<file path="src/rtl/unidade_de_busca_pkg.sv">
// Shared definitions for the instruction-fetch stage: state encoding, widths, NOP word.
// No logic; types and constants only.
// Imported by the fetch top and its pipeline register.
package unidade_de_busca_pkg;

   localparam int LARGURA_END_PADRAO   = 26;
   localparam int LARGURA_INSTR_PADRAO = 32;
   localparam logic [31:0] NOP_PADRAO  = 32'h0;

   typedef enum logic [1:0] {
      OCIOSO   = 2'b00,
      BUSCA    = 2'b01,
      CHEIO    = 2'b10,
      DESCARTA = 2'b11
   } estado_t;

endpackage

</file>
<file path="src/rtl/unidade_de_busca_registrador.sv">
// Pipeline register holding {instruction, pc, valid}; used for IF/ID and for the skid buffer.
// Latency: one cycle from carrega/limpa to outputs.
// No backpressure of its own; the owner decides when to load or clear.
module registrador_if_id
   import unidade_de_busca_pkg::*;
#(
   parameter int                 LE  = LARGURA_END_PADRAO,
   parameter int                 LI  = LARGURA_INSTR_PADRAO,
   parameter logic [LI-1:0]      NOP = LI'(NOP_PADRAO)
) (
   input  logic          clock,
   input  logic          reset,
   input  logic          carrega,
   input  logic          limpa,
   input  logic [LI-1:0] instr_in,
   input  logic [LE-1:0] pc_in,
   output logic [LI-1:0] instr_out,
   output logic [LE-1:0] pc_out,
   output logic          valida_out
);

   logic [LI-1:0] instr_q, instr_d;
   logic [LE-1:0] pc_q, pc_d;
   logic          valida_q, valida_d;

   // Clear wins over load; a cleared entry shows NOP and keeps its last pc.
   always_comb begin
      instr_d  = instr_q;
      pc_d     = pc_q;
      valida_d = valida_q;
      if (limpa) begin
         instr_d  = NOP;
         valida_d = 1'b0;
      end else if (carrega) begin
         instr_d  = instr_in;
         pc_d     = pc_in;
         valida_d = 1'b1;
      end
   end

   // State register with synchronous reset to an empty NOP entry at pc 0.
   always_ff @(posedge clock) begin
      if (reset) begin
         instr_q  <= NOP;
         pc_q     <= '0;
         valida_q <= 1'b0;
      end else begin
         instr_q  <= instr_d;
         pc_q     <= pc_d;
         valida_q <= valida_d;
      end
   end

   assign instr_out  = instr_q;
   assign pc_out     = pc_q;
   assign valida_out = valida_q;

endmodule

</file>
<file path="src/rtl/unidade_de_busca.sv">
// Instruction fetch: reads memory at pcAtual, fills IF/ID plus a one-entry buffer, advances the PC.
// Latency: a word accepted in a cycle appears on instrucao the next cycle; 1 instr/cycle at zero wait.
// Backpressure: a busy decoder parks one word in the buffer and stops requesting until it drains.
module unidade_de_busca
   import unidade_de_busca_pkg::*;
#(
   parameter int                      LARGURA_END   = LARGURA_END_PADRAO,
   parameter int                      LARGURA_INSTR = LARGURA_INSTR_PADRAO,
   parameter logic [LARGURA_INSTR-1:0] NOP          = LARGURA_INSTR'(NOP_PADRAO)
) (
   input  logic                     clock,
   input  logic                     reset,
   input  logic [LARGURA_END-1:0]   pcAtual,
   output logic                     avanca_pc,
   output logic [LARGURA_END-1:0]   mem_endereco,
   output logic                     mem_req,
   input  logic                     mem_pronto,
   input  logic [LARGURA_INSTR-1:0] mem_dado,
   output logic [LARGURA_INSTR-1:0] instrucao,
   output logic [LARGURA_END-1:0]   pcInstrucao,
   output logic [LARGURA_END-1:0]   pcMais1,
   output logic                     instrucao_valida,
   input  logic                     decod_pronto,
   input  logic                     flush
);

   estado_t                  estado_q, estado_d;
   logic [LARGURA_END-1:0]   end_descarte_q, end_descarte_d;

   logic                     ifid_carrega, ifid_limpa, ifid_do_buffer;
   logic                     buf_carrega, buf_limpa, buf_valida;
   logic [LARGURA_INSTR-1:0] buf_instr, ifid_instr_in;
   logic [LARGURA_END-1:0]   buf_pc, ifid_pc_in;
   logic                     slot_livre, entrega;

   // The decoder frees the slot either because it is empty or because it takes it now.
   assign slot_livre = !instrucao_valida || decod_pronto;
   assign entrega    = instrucao_valida && decod_pronto;

   // While discarding, keep pointing at the killed request; pcAtual already holds the target.
   assign mem_endereco  = (estado_q == DESCARTA) ? end_descarte_q : pcAtual;
   assign pcMais1       = pcInstrucao + LARGURA_END'(1);
   assign ifid_instr_in = ifid_do_buffer ? buf_instr : mem_dado;
   assign ifid_pc_in    = ifid_do_buffer ? buf_pc    : pcAtual;

   // Next state and handshake controls; flush overrides every normal transition.
   always_comb begin
      estado_d       = estado_q;
      end_descarte_d = end_descarte_q;
      mem_req        = (estado_q == BUSCA) || (estado_q == DESCARTA);
      avanca_pc      = 1'b0;
      ifid_carrega   = 1'b0;
      ifid_limpa     = 1'b0;
      ifid_do_buffer = 1'b0;
      buf_carrega    = 1'b0;
      buf_limpa      = 1'b0;
      if (flush) begin
         ifid_limpa = 1'b1;
         buf_limpa  = 1'b1;
         case (estado_q)
            BUSCA: begin
               if (!mem_pronto) begin
                  estado_d       = DESCARTA;
                  end_descarte_d = pcAtual;
               end
            end
            DESCARTA: if (mem_pronto) estado_d = BUSCA;
            default:  estado_d = BUSCA;
         endcase
      end else begin
         case (estado_q)
            OCIOSO: begin
               estado_d   = BUSCA;
               ifid_limpa = entrega;
            end
            BUSCA: begin
               if (mem_pronto) begin
                  avanca_pc = 1'b1;
                  if (slot_livre) begin
                     ifid_carrega = 1'b1;
                  end else begin
                     buf_carrega = 1'b1;
                     estado_d    = CHEIO;
                  end
               end else begin
                  ifid_limpa = entrega;
               end
            end
            CHEIO: begin
               if (decod_pronto && buf_valida) begin
                  ifid_carrega   = 1'b1;
                  ifid_do_buffer = 1'b1;
                  buf_limpa      = 1'b1;
                  estado_d       = BUSCA;
               end
            end
            DESCARTA: begin
               ifid_limpa = entrega;
               if (mem_pronto) estado_d = BUSCA;
            end
            default: estado_d = OCIOSO;
         endcase
      end
   end

   // FSM state and killed-request address, synchronous reset.
   always_ff @(posedge clock) begin
      if (reset) begin
         estado_q       <= OCIOSO;
         end_descarte_q <= '0;
      end else begin
         estado_q       <= estado_d;
         end_descarte_q <= end_descarte_d;
      end
   end

   registrador_if_id #(.LE(LARGURA_END), .LI(LARGURA_INSTR), .NOP(NOP)) u_if_id (
      .clock      (clock),
      .reset      (reset),
      .carrega    (ifid_carrega),
      .limpa      (ifid_limpa),
      .instr_in   (ifid_instr_in),
      .pc_in      (ifid_pc_in),
      .instr_out  (instrucao),
      .pc_out     (pcInstrucao),
      .valida_out (instrucao_valida)
   );

   registrador_if_id #(.LE(LARGURA_END), .LI(LARGURA_INSTR), .NOP(NOP)) u_buffer (
      .clock      (clock),
      .reset      (reset),
      .carrega    (buf_carrega),
      .limpa      (buf_limpa),
      .instr_in   (mem_dado),
      .pc_in      (pcAtual),
      .instr_out  (buf_instr),
      .pc_out     (buf_pc),
      .valida_out (buf_valida)
   );

endmodule
</file>
<file path="config.mk">
export PLATFORM = sky130hd
export DESIGN_NAME = unidade_de_busca
export DESIGN_NICKNAME = d
export VERILOG_FILES = /design/src/rtl/unidade_de_busca_pkg.sv /design/src/rtl/unidade_de_busca_registrador.sv /design/src/rtl/unidade_de_busca.sv
export SDC_FILE = /design/constraint.sdc
export NUM_CORES = 1
export LEC_CHECK = 0
export CAP_MARGIN = 20
export CORE_MARGIN = 2
export CORE_UTILIZATION = 29
export CTS_CLUSTER_DIAMETER = 40
export CTS_CLUSTER_SIZE = 40
export DETAILED_ROUTE_END_ITERATION = 6
export GPL_TIMING_DRIVEN = 0
export HOLD_SLACK_MARGIN = 0.05
export SYNTH_ARGS = -nofsm -noshare
export SYNTH_HDL_FRONTEND = slang
export SYNTH_SLANG_ARGS = --single-unit
export TNS_END_PERCENT = 1
</file>
<file path="constraint.sdc">
create_clock -name clock -period 2.67 [get_ports clock]
set_clock_uncertainty 0.15 [all_clocks]
set_input_delay 0.801 -clock clock [delete_from_list [all_inputs] [get_ports clock]]
set_output_delay 0.801 -clock clock [all_outputs]
set_load 0.03 [all_outputs]
</file>
# Word level (Yosys, flattened, before mapping)

Index checks and enable logic that the tools add are counted.

$add $sub $neg: 1
Eq/ne operators: 7
Muxes and demuxes: 29
Bitwise operators: 3
Reduce and logical (&&, ||, !) cells: 13

Operators by type and width:

| cell                    | number |
|---|---|
| $mux W26                | 2 |
| $mux W32                | 1 |
| $add A26 B1 Y26 const B | 1 |
| $mux W1                 | 16 |
| $mux W2                 | 6 |
| $ne A3 B3 Y1 const B    | 4 |
| $pmux W2 S4             | 1 |
| $reduce_or A2 Y1        | 3 |
| $eq A2 B2 Y1 const B    | 2 |
| $pmux W1 S2             | 2 |
| $pmux W2 S2             | 1 |
| $reduce_and A2 Y1       | 2 |
| $reduce_and A4 Y1       | 1 |
| $not A1 Y1              | 3 |
| $reduce_and A3 Y1       | 1 |
| $eq A2 B1 Y1 const B    | 1 |
| $logic_and A1 B1 Y1     | 2 |
| $logic_not A2 Y1        | 1 |
| $logic_or A1 B1 Y1      | 2 |
| $logic_not A1 Y1        | 1 |

Register bits after elaboration: 146
Input bits: 63
Output and inout bits: 113
Word-level logic and storage cells: 61

# Longest topological paths before layout

Depth in word-level cells: 7
Gate-level depth with buffers: 9
Depth with buffers taken out: 6

# By module

From an unflattened synthesis, not the netlist that was laid out.

Cell total of the unflattened synthesis: 758
Area, all modules: 7691.1 µm²

Modules (own cells, without submodules):

| module            | instances | cells each | area each (µm²) | seq. area each (µm²) |
|---|---|---|---|---|
| registrador_if_id | 2         | 224        | 2512.4          | 1181.1 |
| unidade_de_busca  | 1         | 310        | 2666.3          | 560.5 |

# Worst setup path before layout

OpenSTA, ideal clock, no wires.

Path type: register -> output
From: reg u_if_id.pc_q[0], in the netlist u_if_id.pc_out[0]
To: out pcMais1[18]
Arrival: 2.019 ns
Data required time: 1.719 ns
Path slack: -0.300 ns
Stages on the path, launching flop included: 6
Path buffers: 0
Cell sequence: dfxtp_1 > ha_1 > nand3_1 > nor4_2 > nand3_1 > xnor2_1

Word-level cells in the longest chain between the ends: 1

Ends and longest elaborated chain:

| element                | RTL line                           | RTL |
|---|---|---|
| start, declared        | unidade_de_busca_registrador.sv:23 | `logic [LE-1:0] pc_q, pc_d;` |
| start signal, assigned | unidade_de_busca_registrador.sv:49 | `pc_q <= pc_d;` |
| $add A26 B1 Y26        | unidade_de_busca.sv:42             | `assign pcMais1 = pcInstrucao + LARGURA_END'(1);` |
| end, declared          | unidade_de_busca.sv:21             | `output logic [LARGURA_END-1:0] pcMais1,` |

No other way between the ends.

# Worst setup path after layout

From: reg u_if_id.pc_q[15], in the netlist u_if_id.pc_out[15]
To: out pcMais1[16]

Same word-level chain as after synthesis.

==> impl_metrics.ini <==
[clock_network]
clockRootBuffer = clkbuf_16
clkTransAtPathRegs_ns = 0.06
cts_tree = done
cts_inserted_buffers = 17
cts_buffer_depth = 2
ctsHoldBuffers = 0
cts_sinks = 146
insertion_delay_ns = 0.42
htree_num_levels = 4

[timing]
period_share_pct = 109
fin_ws_ns = -0.233
fmax_mhz = 344
tns_ns = -5.85
setup_violations = 44
worst_slew_pin_slew_ns = 0.788
hold_violations = 0
max-slew-margin-rel_pct = 47.4
rsz0062_at_grt = yes
report.final.slew_viol_count = 0
layout_min_cycle_time_ns = 2.90

[synthesis]
avgSynthCellArea_um2 = 8.87
synth.distinct_cells = 46
synth.most_common_cell = nand2_1
synth_cells = 764
yosys.area.top_type = dfxtp_1
synthDominantCellAreaShare_pct = 43.1
synth_area_leaders = dfxtp_1 (43%), nand2_1 (12%), mux2i_1 (8.6%)
ys.warnings.count = 0
ys_async_sr_fraction_pct = 0
ys_seq_elements = 146
synth_edf_count = 0
syn-num-nets = 833
ys.flop_type = dfxtp_1
syn-cell-area_um2 = 6780
synth_commonest_cells = nand2_1 (210), dfxtp_1 (146), a21oi_1 (111)
yosysSeqAreaShare_pct = 43.1

[pwr]
p_leak_nw = 4.44
total_power_w = 0.00550
swShare_pct = 24.8
p_int_w = 0.00413
ir_drop_uv = 479
p_seq_share_pct = 40.8
powerDensity_nw_per_um2 = 550
p_sw_w = 0.00136
power_frac_comb_pct = 11.5
clock_power_share_pct = 47.6

[detailed_routing]
ant_nets = 0
vias = 6157
wire_per_inst_um = 16.0
firstDrtPassIters = 4
drt-initial-drc-count = 256
finalWirelength_mm = 20.8
vias_per_cell = 4.73
drc_errors = 0

[hold_path]
hp-class = flip-flop to flip-flop
hold-path-cell-count = 2

[setup_path]
critPathKind = flip-flop to primary output
crit_path_start_kind = flip-flop
required_ns = 1.72
crit_path_max_fanout = 5
reg2reg_setup_slack_ns = 0.40
r2r_cells = 7
cp-end-kind = primary output
worst_ep_arrival_time_ns = 1.95

[finish]
fin_cells = 1301
area_growth_pct = 47.5
layout.nets = 1041
fin_util_pct = 43.9
drive_gt1_share_pct = 23.8

[grt]
antenna_found_initial = 4
grt_pass1_wl_mm = 32.5
overflow = 0
grt_max_degree = 17
grt_use_total_pct = 16.9
grt_pass1_vias = 5891

[die]
initial_core_util_pct = 29.8
ios = 176
die_y_um = 157
row_count = 55
core_area_um2 = 22800
dieArea_um2 = 24600
die_w_um = 157

[run]
max_cap_violations = 0

[placement]
place.gp.congestion = 0.763
preCtsSetupSlack_ns = -0.948
dp_cells = 1251
hpwl_mm = 14.9
io_buffers = 174

[run_status]
status = complete, but fails checks
failed_checks = setup timing
==> power groups by stage <==
stage	logic, W	clock network (W)	registers, W
floorplan	0.000304	0	0.00233
global placement	0.000638	0	0.00230
detailed placement	0.000637	0	0.00230
CTS	0.000630	0.00267	0.00225
global route	0.000678	0.00277	0.00225
finish	0.000633	0.00262	0.00224
==> worst max-delay path, stage by stage (launching register included) <==
cell	delay [ns]
dfxtp_4	0.39
nand4_1	0.24
nor4_4	0.29
buf_6	0.18
buf_6	0.10
xor2_1	0.15
buf_4	0.18
==> state kept, by name, summed over array words and instances, names as in the netlist <==
register,count
u_buffer.valida_out,1
u_if_id.pc_out,26
u_if_id.instr_out,32
u_buffer.instr_out,32
end_descarte_q,26
u_if_id.valida_out,1
estado_q,2
u_buffer.pc_out,26
==> metrics by stage <==
step / cell area [µm²] / hold slack, ns
6_report: 10000 / 0.301
5_1_grt: 9990 / 0.317
4_1_cts: 9920 / 0.302
3_5_place_dp: 9040 / 0.293
3_3_place_gp: 9040 / 0.289
2_1_floorplan: 6910 / 0.283
==> cell type report <==
cell class | instances | area [µm²]
well taps | 313 | 392
clock buffers | 19 | 433
fillers | 2265 | 12800
repair buffers | 190 | 1860
plain buffers | 56 | 305
diodes | 3 | 7.51
flip-flops and latches | 146 | 2980
multi-input cells | 555 | 3790
inverters | 6 | 22.5
clock inverters | 13 | 208
==> worst paths after layout <==
path | startpoint | to
setup / recovery | u_if_id.pc_out[15]$_SDFFE_PP0P_ | pcMais1[16]
hold / removal | u_buffer.instr_out[30]$_SDFFE_PP0P_ | u_buffer.instr_out[30]$_SDFFE_PP0P_
setup reg to reg | estado_q[0]$_SDFFE_PP0P_ | u_if_id.pc_out[9]$_SDFFE_PP0P_
hold reg to reg | u_buffer.instr_out[30]$_SDFFE_PP0P_ | u_buffer.instr_out[30]$_SDFFE_PP0P_
==> metal layers <==
metal / vias up / wire length, µm / part of all wire [%] / GRT usage (%)
li1: 3084 / - / - / -
met1: 2855 / 9500 / 46 / 21.9
met2: 196 / 9300 / 45 / 26.7
met3: 20 / 1700 / 8.2 / 6.09
met4: 2 / 308 / 1.5 / 4.46
met5: - / 7 / 0.034 / 0
==> logic make-up after synthesis <==
family,after synthesis,share of synthesized area [%]
buf+inv,63,4.45
flops,146,43.1
xor+xnor,24,3.10
compound gates,181,18.9
fa+ha+maj,6,1.11
mux,84,12.9
simple gates,260,16.4
==> placed cells by master (no fill, tap or decap), types with 10 or more instances in the layout <==
cell type and instances:
a211oi_2 21, dfxtp_1 125, a21oi_1 111, nand2_1 208, clkdlybuf4s50_1 107, buf_4 25, clkbuf_16 17, dlygate4sd2_1 13
buf_6 17, clkbuf_1 24, mux2i_1 58, nand3_1 10, clkdlybuf4s15_2 27, o211a_1 32, buf_2 22, mux2_2 26
xnor2_2 10, dfxtp_4 14
==> timing repair <==
item                                    CTS  global route
setup buffers                            13             3
pin swaps                                 7             4
resized for setup                       254            39
endpoints found under the setup margin   53            98
Note: power is estimated with default switching activity, not from simulation.
